==> config.mk <==
export PLATFORM = sky130hd
export DESIGN_NAME = cv32e40p_trace_class_counter
export DESIGN_NICKNAME = d
export VERILOG_FILES = /design/src/rtl/cv32e40p_tracer_pkg.sv /design/src/rtl/cv32e40p_trace_class_cnt.sv /design/src/rtl/cv32e40p_trace_class_counter.sv
export SDC_FILE = /design/constraint.sdc
export NUM_CORES = 2
export LEC_CHECK = 0
export ABC_AREA = 0
export BUFFER_PORTS_ARGS = -buffer_cell sky130_fd_sc_hd__buf_2
export CORE_MARGIN = 2
export CORE_UTILIZATION = 60
export CTS_CLUSTER_DIAMETER = 50
export DETAILED_ROUTE_END_ITERATION = 8
export PLACE_DENSITY = 0.83
export RECOVER_POWER = 50
export SYNTH_ARGS = -nofsm -noshare
export SYNTH_HDL_FRONTEND = slang
export SYNTH_SLANG_ARGS = --single-unit
==> constraint.sdc <==
create_clock -name clk -period 16.85 [get_ports clk]
set_input_delay 0.8425 -clock clk [delete_from_list [all_inputs] [get_ports clk]]
set_output_delay 0.8425 -clock clk [all_outputs]
set_load 0.02 [all_outputs]
==> src/rtl/cv32e40p_tracer_pkg.sv <==
// Shared definitions for the tracer and the retirement-class profiler.
package cv32e40p_tracer_pkg;

    localparam int unsigned INSTR_W = 32;

    // One programmable class: the entry hits when enabled and the masked word equals match.
    typedef struct packed {
        logic               en;
        logic [INSTR_W-1:0] mask;
        logic [INSTR_W-1:0] match;
    } class_entry_t;

    // Default classes, equivalent to the tracer INSTR_* decode patterns.
    localparam class_entry_t CLASS_LOAD   = '{en: 1'b1, mask: 32'h0000_007F, match: 32'h0000_0003};
    localparam class_entry_t CLASS_STORE  = '{en: 1'b1, mask: 32'h0000_007F, match: 32'h0000_0023};
    localparam class_entry_t CLASS_BRANCH = '{en: 1'b1, mask: 32'h0000_007F, match: 32'h0000_0063};
    localparam class_entry_t CLASS_MULDIV = '{en: 1'b1, mask: 32'hFE00_007F, match: 32'h0200_0033};
    localparam class_entry_t CLASS_FP     = '{en: 1'b1, mask: 32'h0000_007F, match: 32'h0000_0053};
    localparam class_entry_t CLASS_CUSTOM = '{en: 1'b1, mask: 32'h0000_007F, match: 32'h0000_000B};

    // Class hit test shared by the RTL compare stage and software models.
    function automatic logic class_hit(input class_entry_t e, input logic [INSTR_W-1:0] instr);
        return e.en && ((instr & e.mask) == e.match);
    endfunction

endpackage

==> src/rtl/cv32e40p_trace_class_cnt.sv <==
// Single event counter with clear, wrap/saturate and sticky overflow.
module cv32e40p_trace_class_cnt #(
    parameter int unsigned CNT_WIDTH = 32,
    parameter bit          SATURATE  = 1'b0
) (
    input  logic                 clk,
    input  logic                 rst,
    input  logic                 clear,
    input  logic                 inc,
    output logic [CNT_WIDTH-1:0] cnt_nxt_c,
    output logic                 ovf
);

    logic [CNT_WIDTH-1:0] cnt_q;
    logic                 ovf_nxt;

    // Next value: clear beats increment; all-ones + 1 wraps or holds and flags overflow.
    always_comb begin
        cnt_nxt_c = cnt_q;
        ovf_nxt   = ovf;
        if (clear) begin
            cnt_nxt_c = '0;
            ovf_nxt   = 1'b0;
        end else if (inc) begin
            if (&cnt_q) begin
                ovf_nxt   = 1'b1;
                cnt_nxt_c = SATURATE ? cnt_q : '0;
            end else begin
                cnt_nxt_c = cnt_q + CNT_WIDTH'(1);
            end
        end
    end

    // Counter and overflow state.
    always_ff @(posedge clk) begin
        if (rst) begin
            cnt_q <= '0;
            ovf   <= 1'b0;
        end else begin
            cnt_q <= cnt_nxt_c;
            ovf   <= ovf_nxt;
        end
    end

endmodule

==> src/rtl/cv32e40p_trace_class_counter.sv <==
// Retirement-class profiler: programmable mask/match classes with per-class counters.
module cv32e40p_trace_class_counter
    import cv32e40p_tracer_pkg::*;
#(
    parameter int unsigned NUM_CLASSES = 8,
    parameter int unsigned CNT_WIDTH   = 32,
    parameter bit          SATURATE    = 1'b0,
    parameter bit          MULTI_MATCH = 1'b0,
    localparam int unsigned IDX_W      = $clog2(NUM_CLASSES + 1),
    localparam int unsigned CFG_W      = (NUM_CLASSES > 1) ? $clog2(NUM_CLASSES) : 1
) (
    input  logic                   clk,
    input  logic                   rst,
    input  logic                   retire_valid_i,
    input  logic [31:0]            retire_instr_i,
    input  logic                   freeze_i,
    input  logic                   clear_i,
    input  logic                   cfg_we_i,
    input  logic [CFG_W-1:0]       cfg_idx_i,
    input  logic                   cfg_en_i,
    input  logic [31:0]            cfg_mask_i,
    input  logic [31:0]            cfg_match_i,
    input  logic                   rd_req_i,
    input  logic [IDX_W-1:0]       rd_idx_i,
    output logic                   rd_valid_o,
    output logic [CNT_WIDTH-1:0]   rd_data_o,
    output logic [NUM_CLASSES:0]   ovf_o
);

    localparam int unsigned NCNT = NUM_CLASSES + 1;

    logic                 s1_valid;
    logic [31:0]          s1_instr;
    class_entry_t         table_q [NUM_CLASSES];
    logic [NUM_CLASSES-1:0] hit;
    logic [NUM_CLASSES-1:0] inc_cls;
    logic                 inc_unm;
    logic                 found;
    logic [NCNT-1:0]      inc_vec;
    logic [CNT_WIDTH-1:0] cnt_nxt [NCNT];

    // Stage 1: capture retired word; frozen retires never enter the pipe.
    always_ff @(posedge clk) begin
        if (rst) begin
            s1_valid <= 1'b0;
            s1_instr <= '0;
        end else begin
            s1_valid <= retire_valid_i && !freeze_i;
            s1_instr <= retire_instr_i;
        end
    end

    // Class table write port; stage 2 sees the new entry only after this edge.
    always_ff @(posedge clk) begin
        if (rst) begin
            for (int i = 0; i < int'(NUM_CLASSES); i++) begin
                table_q[i] <= '0;
            end
        end else if (cfg_we_i && (32'(cfg_idx_i) < NUM_CLASSES)) begin
            table_q[cfg_idx_i] <= '{en: cfg_en_i, mask: cfg_mask_i, match: cfg_match_i};
        end
    end

    // Stage 2 compare of the stage-1 word against every table entry.
    always_comb begin
        hit = '0;
        for (int i = 0; i < int'(NUM_CLASSES); i++) begin
            hit[i] = s1_valid && class_hit(table_q[i], s1_instr);
        end
    end

    // Increment selection: all hits, or only the lowest-index hit; no hit goes to unmatched.
    always_comb begin
        inc_cls = '0;
        found   = 1'b0;
        if (MULTI_MATCH) begin
            inc_cls = hit;
        end else begin
            for (int i = 0; i < int'(NUM_CLASSES); i++) begin
                if (hit[i] && !found) begin
                    inc_cls[i] = 1'b1;
                    found      = 1'b1;
                end
            end
        end
        inc_unm = s1_valid && (hit == '0);
        inc_vec = {inc_unm, inc_cls};
    end

    // Per-class counters plus the unmatched counter at index NUM_CLASSES.
    for (genvar g = 0; g < NCNT; g++) begin : g_cnt
        cv32e40p_trace_class_cnt #(
            .CNT_WIDTH (CNT_WIDTH),
            .SATURATE  (SATURATE)
        ) u_cnt (
            .clk       (clk),
            .rst       (rst),
            .clear     (clear_i),
            .inc       (inc_vec[g]),
            .cnt_nxt_c (cnt_nxt[g]),
            .ovf       (ovf_o[g])
        );
    end

    // Read port returns the counter value as of the end of the request cycle.
    always_ff @(posedge clk) begin
        if (rst) begin
            rd_valid_o <= 1'b0;
            rd_data_o  <= '0;
        end else begin
            rd_valid_o <= rd_req_i;
            if (rd_req_i) begin
                rd_data_o <= (32'(rd_idx_i) < NCNT) ? cnt_nxt[rd_idx_i] : '0;
            end
        end
    end

endmodule

==> summary.txt <==
Power and ir drop
  – Pwr dens: 104 mW/mm²
  – Leak Pwr: 16.5 nW
  – Worst IR Drop VDD: 0.0996 mV
  – Design Power: 0.00504 W

Synth
  – Async set-reset flop share out of synthesis: 0%
  – Synthesized instance count: 4369
  – Post-synth net total: 4489
  – Syn_area_per_cell: 10.0 µm²
  – Ys Warns: 0
  – Cell Area, Synth: 0.0438 mm²
  – Post-synthesis cell type count: 87
  – Number of synthesized flops with an enable pin: 520
  – Register area share after synthesis: 52.2%
  – Synth Flop Type: edfxtp_1
  – Synthesis-stage register bit count: 883

Detailed routing
  – Violation count after the first detailed-route iteration: 6138
  – DRC: 0
  – Pre-Repair DR Iteration Count: 9
  – Vias: 37489
  – Post-DRT Antenna Nets: 0
  – WL/cell: 29.4 µm
  – Routed WL: 162 mm
  – DR vias/cell: 6.83

Floorplanning
  – I/O pin cnt: 153
  – Die Y: 274 µm
  – Die area: 0.0753 mm²
  – Core area: 0.0727 mm²
  – Rows: 99
  – Initial Util: 60.3%
  – Die extent in x: 274 µm

Worst setup path
  – Worst r2r path cells: 12
  – Top Family by Delay on Critical Path: compound AO/OA/AOI/OAI gates
  – CP Max Fanout: 40
  – Worst path max stage delay: 3.44 ns
  – Worst r2r src: s1_instr[28]
  – CP Class: in -> reg
  – Crit start category: primary input
  – Critical Path AT: 8.22 ns
  – Req. time, crit path: 17.17 ns
  – Reg2reg end: rd_data_o[22]
  – CP endpoint kind: flop
  – Buf+Inv Stages, Crit Path: 4
  – Most used cell, CP: clkbuf_1
  – R2R setup slack: 11.02 ns
  – Slowest-stage cell, CP: o21ai_0
  – CP Cell Sequence: clkbuf_1, inv_1, clkbuf_1, nand3_1, o21ai_0, buf_4

Timing
  – Endpoints failing setup: 0
  – Worst slew pin tran: 4.64 ns
  – Max Freq: 127 MHz
  – Hold Vio Cnt, Final: 0
  – Slew Limit Fails: 855
  – RSZ-0062 raised after global routing: no
  – Final Cycle Share: 46.9%
  – Clock skew: 0.0435 ns
  – Minimum period implied by the final worst setup slack: 7.90 ns
  – Relative slew margins: -209%
  – Setup TNS: 0 ns

Placement
  – Buffers on Ports: 152
  – Detailed Place HPWL: 116 mm
  – Area after DPL: 0.0454 mm²
  – GPL Wtd Cong: 1.12

Clock network
  – H-tree depth: 3
  – CTS sink cnt: 883
  – Latest clock arrival within the worst-skew pair: 0.70 ns
  – Postcts setup bufs: 0
  – CTS tree: yes
  – CTS Root Cell: clkbuf_16
  – Post-CTS resize count: 0
  – CTS Hold Bufs: 0
  – Clock transition at path regs: 0.06 ns
  – Maximum clock path buffer count: 3
  – TritonCTS Buffers: 100

Global route
  – First-pass GRT wire length: 231 mm
  – Global route overflow: 0
  – GRT Total Usage: 42.5%
  – Number of global-route vias before repair: 35119
  – Initial antenna violation count: 11
  – Largest net degree at the start of global routing: 67

Flow run
  – Maxcap violations: 17

Status
  – Failing checks: capacitance limit, slew limit
  – Status: finished with violations

Hold path
  – Hold WC Path Type: in -> reg
  – Hold path cells: 2
  – Hold Crit Start: retire_instr_i[17]
  – Worst Hold Path EP: s1_instr[17]

Finish
  – Area grow syn2layout: 10.9%
  – Share of cells above drive strength 1: 7.71%
  – Util after Layout: 66.9%
  – Final net count: 4563
  – Finished layout cell area: 0.0486 mm²
-- metrics by stage --
stage	hold WS (ns)	instances	setup WS (ns)
after floorplan	0.426	4369	10.34
after global placement	0.434	5300	11.45
after detailed placement	0.450	5300	11.40
after CTS	0.348	5485	11.37
after global routing	0.347	5486	8.71
final	0.350	5489	8.95
-- kinds of logic (layout without fill, tap and decap cells) --
group	after synthesis	after routing	share of synthesized area [%]
AO/OA/AOI/OAI	665	665	10.9
XOR/XNOR	319	319	6.37
other	0	4	0
buffers and inverters	267	424	2.39
multiplexers	10	10	0.234
flip-flops	883	883	52.2
adder cells (fa/ha/maj)	9	9	0.257
AND/OR/NAND/NOR	2216	2216	27.7
-- Yosys cell counts, types with 18 or more instances --
master	instances	area, µm²
dfxtp_1	363	7270
nand4_1	134	838
a21boi_0	101	758
o21ai_0	64	320
and3b_1	103	902
inv_1	37	139
a21oi_1	116	581
nand2_1	285	1070
a211oi_1	52	390
nor4_1	129	807
o221ai_1	53	464
and3_1	103	644
or3_1	29	181
o22a_1	18	158
and4_1	23	201
xor2_1	168	1470
xnor2_1	151	1320
nor2b_1	53	332
or4_1	24	180
o22ai_1	35	219
and2_1	557	3480
clkbuf_1	198	743
nor3_1	97	485
o211ai_1	25	188
nor2_1	432	1620
edfxtp_1	520	15600
nand3_1	194	971
a21o_1	51	383
-- layout make-up --
type	count	area, µm²
antenna	4	10.0
multi-input combinational	3219	20000
tap	959	1200
inverter	42	158
fill	5563	24100
clock inverter	48	606
sequential	883	22900
clock buffer	137	2740
timing repair buffer	197	996
-- sequential cells by signal (all words and copies together) (netlist names) --
register	flops
g_cnt.u_cnt.cnt_q	288
s1_valid	1
rd_valid_o	1
g_cnt.u_cnt.ovf	9
table_q	520
rd_data_o	32
s1_instr	32
-- how the worst max path moves through the flow --
stage | start | end | slack, ns | cells after the start
floorplan | rst | table_q[3][0] | 10.34 | 4
global placement | s1_instr[25] | rd_data_o[13] | 11.45 | 13
detailed placement | s1_instr[25] | rd_data_o[13] | 11.40 | 13
CTS | s1_instr[25] | rd_data_o[13] | 11.37 | 13
global route | rst | table_q[5][30] | 8.71 | 6
finish | rst | table_q[5][30] | 8.95 | 6
-- layout by cell type (no fill, tap or decap), drive strengths merged, types with 10 or more instances in the layout --
cell type / instances
a21o: 51
nor3: 98
inv: 46
and2: 558
a211oi: 53
o22ai: 35
bufinv: 10
or2: 17
nor2: 432
clkinv: 30
nand4: 134
dfxtp: 363
or4: 24
xor2: 168
edfxtp: 520
o31ai: 10
o2111ai: 10
nor2b: 53
nand3: 194
and3: 103
a21boi: 101
o211ai: 25
a21oi: 116
and4: 23
a2111oi: 12
or3: 29
nor4: 129
o22a: 18
o21ai: 68
buf: 141
xnor2: 151
clkbuf: 193
nand2: 285
and3b: 103
a31oi: 13
o221ai: 53
-- where the power goes --
| group | internal [W] | switching, W | leakage, nW |
|---|---|---|---|
| logic | 0.0000921 | 0.000269 | 6.93 |
| registers | 0.00238 | 0.0000636 | 7.92 |
| clock network | 0.00130 | 0.000932 | 1.63 |
-- routing by layer --
layer  global-route usage [%]  part of all wire [%]  up-vias
li1                         -                     -    16089
met1                     50.7                    34    17655
met2                     64.3                    42     2975
met3                     11.5                    13      762
met4                     35.3                    11        8
met5                        0                 0.032        -
-- worst reg2reg max path, cell delays in order (launching register included) --
cell and delay, ns:
dfxtp_1 0.93, and3_1 0.29, o22ai_1 0.09, or4_1 0.47
or4_1 0.53, or4_1 0.60, nand4b_4 0.43, or2_1 0.50
buf_4 0.28, o211ai_1 0.47, o32ai_1 0.16, a211oi_1 0.74
o32ai_1 0.14
No activity file was read; power rests on OpenSTA's default activity.
